`src/rtl/logic_unit_pipe.sv`:
```
// rtl/logic_unit_pipe.sv - pipelined handshaked AND/OR/NOT/XOR unit with in-order result FIFO
module logic_unit_pipe #(
    parameter int WIDTH = 8,
    parameter int DEPTH = 4
) (
    input  logic             clk,
    input  logic             rst,
    input  logic             in_valid,
    output logic             in_ready,
    input  logic [WIDTH-1:0] a,
    input  logic [WIDTH-1:0] b,
    input  logic [1:0]       ctrl,
    output logic             out_valid,
    input  logic             out_ready,
    output logic [WIDTH-1:0] s,
    output logic             zero,
    output logic             neg,
    output logic [15:0]      op_count
);
    localparam int PW = $clog2(DEPTH);
    localparam int CW = PW + 1;
    localparam int EW = WIDTH + 2;

    // Entry layout: {neg, zero, result}; flags are stored so a reset head reads all-zero.
    logic [EW-1:0]   s1_entry_q, s1_entry_d;
    logic            s1_valid_q, s1_valid_d;
    logic [EW-1:0]   mem_q [DEPTH];
    logic [EW-1:0]   mem_d [DEPTH];
    logic [PW-1:0]   head_q, head_d;
    logic [PW-1:0]   tail_q, tail_d;
    logic [CW-1:0]   count_q, count_d;
    logic [15:0]     op_count_q, op_count_d;

    logic             accept;
    logic             push;
    logic             pop;
    logic [WIDTH-1:0] result;

    // Handshake status from registered state only, so out_ready never reaches in_ready.
    always_comb begin
        in_ready  = (count_q + CW'(s1_valid_q)) < CW'(DEPTH);
        out_valid = (count_q != '0);
        accept    = in_valid && in_ready;
        push      = s1_valid_q;
        pop       = out_valid && out_ready;
    end

    // Bitwise function select on the sampled operands.
    always_comb begin
        result = '0;
        case (ctrl)
            2'b00:   result = a & b;
            2'b01:   result = a | b;
            2'b10:   result = ~a;
            default: result = a ^ b;
        endcase
    end

    // Next-state for stage 1, FIFO storage, pointers and the accept counter.
    always_comb begin
        s1_valid_d = accept;
        s1_entry_d = s1_entry_q;
        if (accept) begin
            s1_entry_d = {result[WIDTH-1], (result == '0), result};
        end

        mem_d = mem_q;
        if (push) begin
            mem_d[tail_q] = s1_entry_q;
        end

        tail_d = push ? tail_q + PW'(1) : tail_q;
        head_d = pop  ? head_q + PW'(1) : head_q;

        count_d = count_q;
        case ({push, pop})
            2'b10:   count_d = count_q + CW'(1);
            2'b01:   count_d = count_q - CW'(1);
            default: count_d = count_q;
        endcase

        op_count_d = accept ? op_count_q + 16'd1 : op_count_q;
    end

    // State registers; reset discards everything in flight and clears storage.
    always_ff @(posedge clk) begin
        if (rst) begin
            s1_valid_q <= 1'b0;
            s1_entry_q <= '0;
            for (int i = 0; i < DEPTH; i++) begin
                mem_q[i] <= '0;
            end
            head_q     <= '0;
            tail_q     <= '0;
            count_q    <= '0;
            op_count_q <= '0;
        end else begin
            s1_valid_q <= s1_valid_d;
            s1_entry_q <= s1_entry_d;
            mem_q      <= mem_d;
            head_q     <= head_d;
            tail_q     <= tail_d;
            count_q    <= count_d;
            op_count_q <= op_count_d;
        end
    end

    // Head entry is always visible; consumers qualify it with out_valid.
    always_comb begin
        s        = mem_q[head_q][WIDTH-1:0];
        zero     = mem_q[head_q][WIDTH];
        neg      = mem_q[head_q][WIDTH+1];
        op_count = op_count_q;
    end
endmodule

```
`config.mk`:
```
export PLATFORM = sky130hd
export DESIGN_NAME = logic_unit_pipe
export DESIGN_NICKNAME = d
export VERILOG_FILES = /design/src/rtl/logic_unit_pipe.sv
export SDC_FILE = /design/constraint.sdc
export NUM_CORES = 1
export LEC_CHECK = 0
export CELL_PAD_IN_SITES_DETAIL_PLACEMENT = 1
export CELL_PAD_IN_SITES_GLOBAL_PLACEMENT = 2
export CORE_UTILIZATION = 29
export DETAILED_ROUTE_END_ITERATION = 6
export GPL_TIMING_DRIVEN = 0
export PLACE_DENSITY = 0.79
export SLEW_MARGIN = 20
export SYNTH_ARGS = -nofsm -noshare
export SYNTH_HDL_FRONTEND = slang
export SYNTH_SLANG_ARGS = --single-unit
```
`constraint.sdc`:
```
create_clock -name clk -period 2.15 [get_ports clk]
set_clock_uncertainty 0.15 [all_clocks]
set_input_delay 0.43 -clock clk [delete_from_list [all_inputs] [get_ports clk]]
set_output_delay 0.43 -clock clk [all_outputs]
set_load 0.01 [all_outputs]
```
==> run summary <==
The type of the worst setup path is reg2out. The height of the die came out at 111 µm. The clock transition time at the flip-flop clock pins of the worst setup and hold paths came out at 0.06 ns. Yosys mapped the design onto 32 distinct sky130hd cell types. The clock latency reported for the late side of the worst-skew pair is 0.33 ns. The cell sitting at the root of the clock tree is a clkbuf_16. The first-pass GRT wire length came out at 16000 µm. The number of iterations in the first detailed-routing pass came out at 6. The wire length per cell came out at 15.4 µm.

The level count of the clock H-tree is 3. The top cell type by total area after synthesis is dfxtp_1. Among all flip-flop cells after synthesis, the most frequent one is dfxtp_1. The yosys synthesis warning count came out at 0. Synthesis produced a netlist whose cell count is 410. The switching share of total power came out at 27.8%.

The internal power of the cells totals 0.00291 W. Setup repair after global routing could not meet its margin everywhere. The effective utilization at floorplan is 30.0%. The largest net degree at the start of global routing came out at 12. Of the total power, combinational logic draws 23.3%. The area of the placeable core came out at 11500 µm². Setup violations remaining at the end of the flow were counted as 1. The setup TNS is -0.0106 ns. The number of antenna violations at the first check in global routing was 0. Across the VDD grid, the largest voltage drop is 0.354 mV.

The count of endpoints failing hold in the final timing report is 0. The fraction of the yosys area taken by sequential cells came out at 40.0%. The total global routing track utilization came out at 16.5%. In this run the tightest slew margin relative to its limit is 57.8%. The power per unit of standard cell area came out at 878 nW/µm².

The data required time at the worst endpoint came out at 1.57 ns. The transition time at the pin with the least slew margin came out at 0.633 ns. Buffers inserted during clock tree synthesis total 9. The max-capacitance violation count came out at 0. The class of the tightest hold or removal check is reg2reg. Sequential cells burn 36.5% of the power. The total number of nets in the final design is 524. Cells fill 39.9% of the core in the end. Per report_power, the clock group accounts for 40.2% of the total. Of all nets on the critical path, the largest fanout is 7. The average cell area after synthesis came out at 8.42 µm². The synthesized netlist occupies a cell area of 3450 µm².

Prior to clock tree synthesis, the placed netlist has a worst setup slack of -0.592 ns. Counting every sink on the clock net gives 69. The number of standard-cell rows in the floorplan is 39. The I/O pin count is 50. The fraction of final layout cells sized beyond drive strength 1 is 16.7%. The die footprint is 12300 µm². The checks that failed: design-rule violations, negative setup slack.

The commonest non-fill, non-tap cell in the layout is dfxtp_1. The count of buffers inserted at the top-level ports came out at 47. Sorting the synthesized cells by area gives the leading types as dfxtp_1, ha_1, mux4_2, a21oi_1, nand2_1. The largest stage delay on the critical path came out at 0.53 ns. The top cell types in the final layout, fill and taps aside, are dfxtp_1, nand2_1, a21oi_1, nand3_1, nor2_1. The element type at the critical path start is a flop. The run finished, with violations left. The finished layout holds 627 standard cells, fillers aside. The shortest period the worst path allows is 2.16 ns. The endpoint type of the worst setup path is a primary output. The maximum clock frequency came out at 463 MHz. The static leakage came out at 1.72 nW. The antenna violation net count after detailed routing is 0.

After detailed routing, the number of remaining DRC violations is 2. The die is 111 µm wide. Among all stages on the critical path, the largest delay is contributed by mux4_2. For this block, the initial DRC count from the detailed router was 99.

The buffer depth of the longest clock path is 2. The post-synthesis net count came out at 455. Summed over all nets, the half-perimeter wirelength after detailed placement is 6760 µm. The area growth from synthesis to final layout came out at 33.0%.

The net load switching power is 0.00112 W. The per-cell via count in the routed design came out at 4.95. The cell that appears most often on the critical path is buf_6. The number of hold buffers added after cts is 0. The signal on the critical path passes through buf_8 > buf_6 > mux4_2 > buf_6. The total congestion overflow came out at 0. The post-detailed-routing wire length came out at 9650 µm. The top cell type by area accounts for 40.0% of the synthesized area. The worst path uses 100% of the clock period. Data on the critical path arrives at its endpoint at 1.58 ns. The number of diodes came out at 0. The share of flip-flops with an asynchronous set or reset after synthesis is 0%. The clock tree from TritonCTS is yes.

The final weighted congestion in routability-driven placement is 0.731. Yosys mapped a number of flops with a built-in enable equal to 0. Once routing completed, OpenROAD measured the worst setup slack at -0.0106 ns.

The count of final max-slew check failures came to 0. Including well taps, the total number of placed cells is 600. The post-synthesis register bit count is 69. The detailed router placed 3103 vias in this run. The total chip power is 0.00403 W. The number of global-route vias before repair was 3154.
-- power by group through the flow --
| stage | Sequential [W] | Clock (W) | Combinational, W |
|---|---|---|---|
| finish | 0.00147 | 0.00162 | 0.000940 |
| global route | 0.00149 | 0.00171 | 0.00104 |
| CTS | 0.00147 | 0.00165 | 0.000891 |
| detailed placement | 0.00148 | 0 | 0.000774 |
| global placement | 0.00147 | 0 | 0.000750 |
| floorplan | 0.00145 | 0 | 0.000493 |
-- cell type report --
cell class | count | area, µm²
buffer | 26 | 139
clock buffer | 12 | 256
clock inverter | 4 | 70.1
fill | 1380 | 6920
inverter | 28 | 105
multi-input combinational | 286 | 1910
sequential | 69 | 1390
tap | 143 | 179
timing repair buffer | 59 | 537
-- worst max-delay path, delay by kind of cell, from the launching register on --
kind     cells  cell delay (ns)
mux          1             0.53
buf+inv      3             0.38
flops        1             0.34
-- worst paths after layout --
check / to / from / slack, ns / cells past startpoint
max: zero / head_q[0] / -0.01 / 4
min: mem_q[25] / mem_q[25] / 0.30 / 2
max reg2reg: count_q[2] / count_q[2] / 0.08 / 8
min reg2reg: mem_q[25] / mem_q[25] / 0.30 / 2
-- flip-flops by register name, indices dropped and copies added, names as in the netlist --
register	flops
s1_entry_q	9
op_count	16
head_q	2
mem_q	36
count_q	3
push	1
tail_q	2
-- cells by family after synthesis --
kind of cell             share of synthesized area, %
AND/OR/NAND/NOR                                  21.2
AO/OA/AOI/OAI                                    11.4
flip-flops                                       40.0
buffers and inverters                            6.23
adder cells (fa/ha/maj)                          8.55
XOR/XNOR                                         4.57
multiplexers                                     8.12
-- Yosys cell counts, drive strengths merged, types with 3 or more instances --
library cell,n
or3,3
o21ai,7
clkbuf,20
dfxtp,69
a211oi,10
nor2,32
nor4,4
buf,7
nand2,60
xnor2,13
mux4,12
ha,22
xor2,5
inv,28
nand3,44
nand4,4
nor3,6
a21oi,50
-- through the flow --
step | area (µm²) | hold slack (ns)
3_3_place_gp | 4100 | 0.291
2_1_floorplan | 3450 | 0.283
3_5_place_dp | 4100 | 0.298
6_report | 4590 | 0.302
5_1_grt | 4590 | 0.321
4_1_cts | 4530 | 0.306
-- repair_timing --
item,CTS,global route
pin swaps,3,5
endpoints found under the setup margin,17,17
cloned,0,0
setup buffers,10,2
resized for setup,62,35
-- layer usage --
layer	share of wire (%)	vias to the layer above	global-route usage, %
met3	2.6	11	3.06
met1	47	1501	20.7
met4	1.8	0	6.58
met5	0	-	0
met2	49	50	28.0
li1	-	1541	-
No activity file was read; power rests on OpenSTA's default activity.
==> RTL edit 1 (same flow settings) <==
Set the parameter `DEPTH` to 8 (it was 4).
--- a/src/rtl/logic_unit_pipe.sv
+++ b/src/rtl/logic_unit_pipe.sv
@@ -1,7 +1,7 @@
 // rtl/logic_unit_pipe.sv - pipelined handshaked AND/OR/NOT/XOR unit with in-order result FIFO
 module logic_unit_pipe #(
     parameter int WIDTH = 8,
-    parameter int DEPTH = 4
+    parameter int DEPTH = 8
 ) (
     input  logic             clk,
     input  logic             rst,
Formal check against the unedited RTL: not equivalent (a bounded check fails within 10 cycles, from zero or initial values and one cycle with rst high).
==> RTL edit 1 against the original RTL <==
The run ends with negative setup slack left. Worst setup slack got worse by 0.39 ns. Total power rose by 38%. Critical path type unchanged. Clock power increased by 15%. Synthesized area up 50%. Final area up 43%. Sequential cell count increased by 39. First-iteration DRC count rose by 99%. Die area rose by 49%. Highest routed layer unchanged. Routed wire length rose by 54%.
==> RTL edit 1: results (changes against the original RTL) <==
- Failing checks: negative setup slack (was design-rule violations, negative setup slack)
- CP arrival: 1.97 ns (was 1.58 ns)
- Status: finished, violations left (unchanged)
- Max FFs per register: 72 (was 36)
- WL met3: 470 µm (was 253 µm)
- Pre-Repair DR Iteration Count: 4 (was 6)
- Port buffer count: 46 (was 47)
- Syn_nets: 652 (was 455)
- P_int: 3.98 mW (was 2.91 mW)
- Post-Place Cells: 879 (was 600)
- Leak Pwr: 2.36 nW (was 1.72 nW)
- R2R Setup Slk: -0.05 ns (was 0.08 ns)
- Mapped Cells: 608 (was 410)
- GPL Wtd Cong: 0.776 (was 0.731)
- Number of global-route vias before repair: 4735 (was 3154)
- Layout Nets: 723 (was 524)
- Dpl ws: -0.683 ns (was -0.592 ns)
- Hold slack: 0.306 ns (was 0.302 ns)
- Leading cell types by count after synthesis: nand2_1, dfxtp_1, a21oi_1, nor2_1, inv_1 (was dfxtp_1, nand2_1, a21oi_1, nand3_1, nor2_1)
- Setup violations, final: 11 (was 1)
- Setup WS post-layout: -0.402 ns (was -0.0106 ns)
- WL met1: 6860 µm (was 4500 µm)
- DP Area: 0.00596 mm² (was 0.00410 mm²)
- Register-to-Register Path Depth: 11 (was 8)
- GRT met3 Usage: 0.0288 (was 0.0306)
- Clock share of power: 0.335 (was 0.402)
==> RTL edit 1: cell count changes after synthesis, sizes merged, moves of 10 or more <==
| cell | change |
|---|---|
| mux4 | +14 |
| a211oi | -10 |
| a21oi | +40 |
| nand3 | -33 |
| dfxtp | +39 |
| nand2 | +107 |
==> RTL edit 1: area by class of cell <==
type,count,area [µm²]
sequential,108,2170
clock inverter,4,70.1
tap,225,282
timing repair buffer,61,596
clock buffer,12,267
inverter,31,116
fill,2005,10800
multi-input combinational,431,2860
buffer,37,216
==> RTL edit 1: logic make-up (layout without fill, tap and decap cells) <==
group | after synthesis | count (layout) | share of synthesized area
flops | 108 | 108 | 0.419
fa+ha+maj | 22 | 22 | 0.0533
mux | 37 | 37 | 0.137
compound gates | 103 | 103 | 0.101
buf+inv | 69 | 145 | 0.0545
xor+xnor | 14 | 14 | 0.0252
simple gates | 255 | 255 | 0.210
==> RTL edit 2 (config.mk and constraints unchanged) <==
Made on the original files. Register the output `op_count`; this adds one clock of latency there. The other outputs are not delayed to match.
--- a/src/rtl/logic_unit_pipe.sv
+++ b/src/rtl/logic_unit_pipe.sv
@@ -20,6 +20,8 @@
     localparam int PW = $clog2(DEPTH);
     localparam int CW = PW + 1;
     localparam int EW = WIDTH + 2;
+
+    logic [15:0] op_count_c;
 
     // Entry layout: {neg, zero, result}; flags are stored so a reset head reads all-zero.
     logic [EW-1:0]   s1_entry_q, s1_entry_d;
@@ -110,7 +112,11 @@
         s        = mem_q[head_q][WIDTH-1:0];
         zero     = mem_q[head_q][WIDTH];
         neg      = mem_q[head_q][WIDTH+1];
-        op_count = op_count_q;
+        op_count_c = op_count_q;
     end
+    always_ff @(posedge clk) begin
+        op_count <= op_count_c;
+    end
+
 endmodule
 
Formal check against the unedited RTL: not equivalent (a bounded check fails within 4 cycles, from zero or initial values and one cycle with rst high).
==> RTL edit 2 against the original RTL <==
Register-to-register slack got worse by 0.04 ns. Final area increased by 8.6%. Critical endpoint is now s[6]. Sequential cell count increased by 16. Synthesized area increased by 12%. Critical path type unchanged. Routed wire length increased by 4.5%. Worst setup slack improved by 0.017 ns. Total power increased by 4.1%. Non-clock buffer count decreased by 1.
==> RTL edit 2: results (changes against the original RTL) <==
- Sequential area share after synthesis: 0.441 (was 0.400)
- Routing usage on met1: 0.178 (was 0.207)
- Wire per inst: 15.1 µm (was 15.4 µm)
- Hold slack: 0.199 ns (was 0.302 ns)
- CP arrival: 1.56 ns (was 1.58 ns)
- WL met3: 245 µm (was 253 µm)
- Leak Pwr: 1.92 nW (was 1.72 nW)
- Data buffer area share: 0.144 (was 0.147)
- Hold EP: op_count[2] (was mem_q[25])
- Status: complete, no violations (was finished, violations left)
- Max VDD drop: 373 µV (was 354 µV)
- Worst-path fanout max: 6 (was 7)
- GRT Resource Usage Total: 0.151 (was 0.165)
- R2r startpoint: push (was count_q[2])
- Pre-Repair DR Iteration Count: 4 (was 6)
- R2R Setup Slk: 0.04 ns (was 0.08 ns)
- Post-Place Cells: 647 (was 600)
- Port buffer count: 48 (was 47)
- Leading cell types by count after synthesis: dfxtp_1, nand2_1, nand3_1, a21oi_1, nor2_1 (was dfxtp_1, nand2_1, a21oi_1, nand3_1, nor2_1)
- Syn_nets: 472 (was 455)
- Hold path cells: 0 (was 2)
- Switching Fraction: 0.276 (was 0.278)
- Drt first-iter violations: 98 (was 99)
- Hold Crit Start: op_count_c[2] (was mem_q[25])
- Slowest stage delay, CP: 0.51 ns (was 0.53 ns)
- DP Area: 0.00456 mm² (was 0.00410 mm²)
- Avg Inst Size Synth: 9.04 µm² (was 8.42 µm²)
- Register-to-Register Path Depth: 9 (was 8)
- Layout Nets: 539 (was 524)
- WL met1: 4640 µm (was 4500 µm)
- Yosys cell types: 37 (was 32)
- Ratio of cells with drive above 1 in the final layout: 0.149 (was 0.167)
- Combined area of the multi-input logic cells: 0.00197 mm² (was 0.00191 mm²)
- DR vias: 3168 (was 3103)
- Period utilisation layout: 0.997 (was 1.00)
- #FFs+latches synth: 85 (was 69)
- WL met2: 5130 µm (was 4720 µm)
- Met2 usage: 0.275 (was 0.280)
- # resized after CTS: 57 (was 62)
- Top cells by area, synth: dfxtp_1, ha_1, mux4_2, nand3_1, a21oi_1 (was dfxtp_1, ha_1, mux4_2, a21oi_1, nand2_1)
- Dpl ws: -0.445 ns (was -0.592 ns)
- Register share of the cell area: 0.344 (was 0.303)
- Multi-input gates: 288 (was 286)
- Hpwl dp: 7220 µm (was 6760 µm)
- Signal inverters: 26 (was 28)
- WL final: 10100 µm (was 9650 µm)
- Worst setup path endpoint: s[6] (was zero)
- Fin util: 0.390 (was 0.399)
- Clock buffer count: 11 (was 12)
## RTL edit 2: cell count changes after synthesis, sizes merged, moves of 3 or more
cell    delta
dfxtp     +16
xor2      +10
xnor2      -9
nand3      +7
buf        +5
clkbuf     -4
nand2      -4
a21oi      -3
nor2       +3
nor3       -3
nor4       -3
## RTL edit 2: power by group through the flow
stage | registers (mW) | logic (mW) | clock network, mW
2_1_floorplan | 1.76 | 0.501 | 0
3_3_place_gp | 1.78 | 0.760 | 0
3_5_place_dp | 1.79 | 0.791 | 0
4_1_cts | 1.77 | 0.908 | 1.49
5_1_grt | 1.79 | 1.07 | 1.55
6_report | 1.78 | 0.958 | 1.46
## RTL edit 2: cells by family after synthesis
family | after synthesis | synth area share
xor+xnor | 19 | 0.0451
buf+inv | 54 | 0.0590
compound gates | 64 | 0.0924
fa+ha+maj | 23 | 0.0765
simple gates | 167 | 0.206
mux | 15 | 0.0804
flops | 85 | 0.441
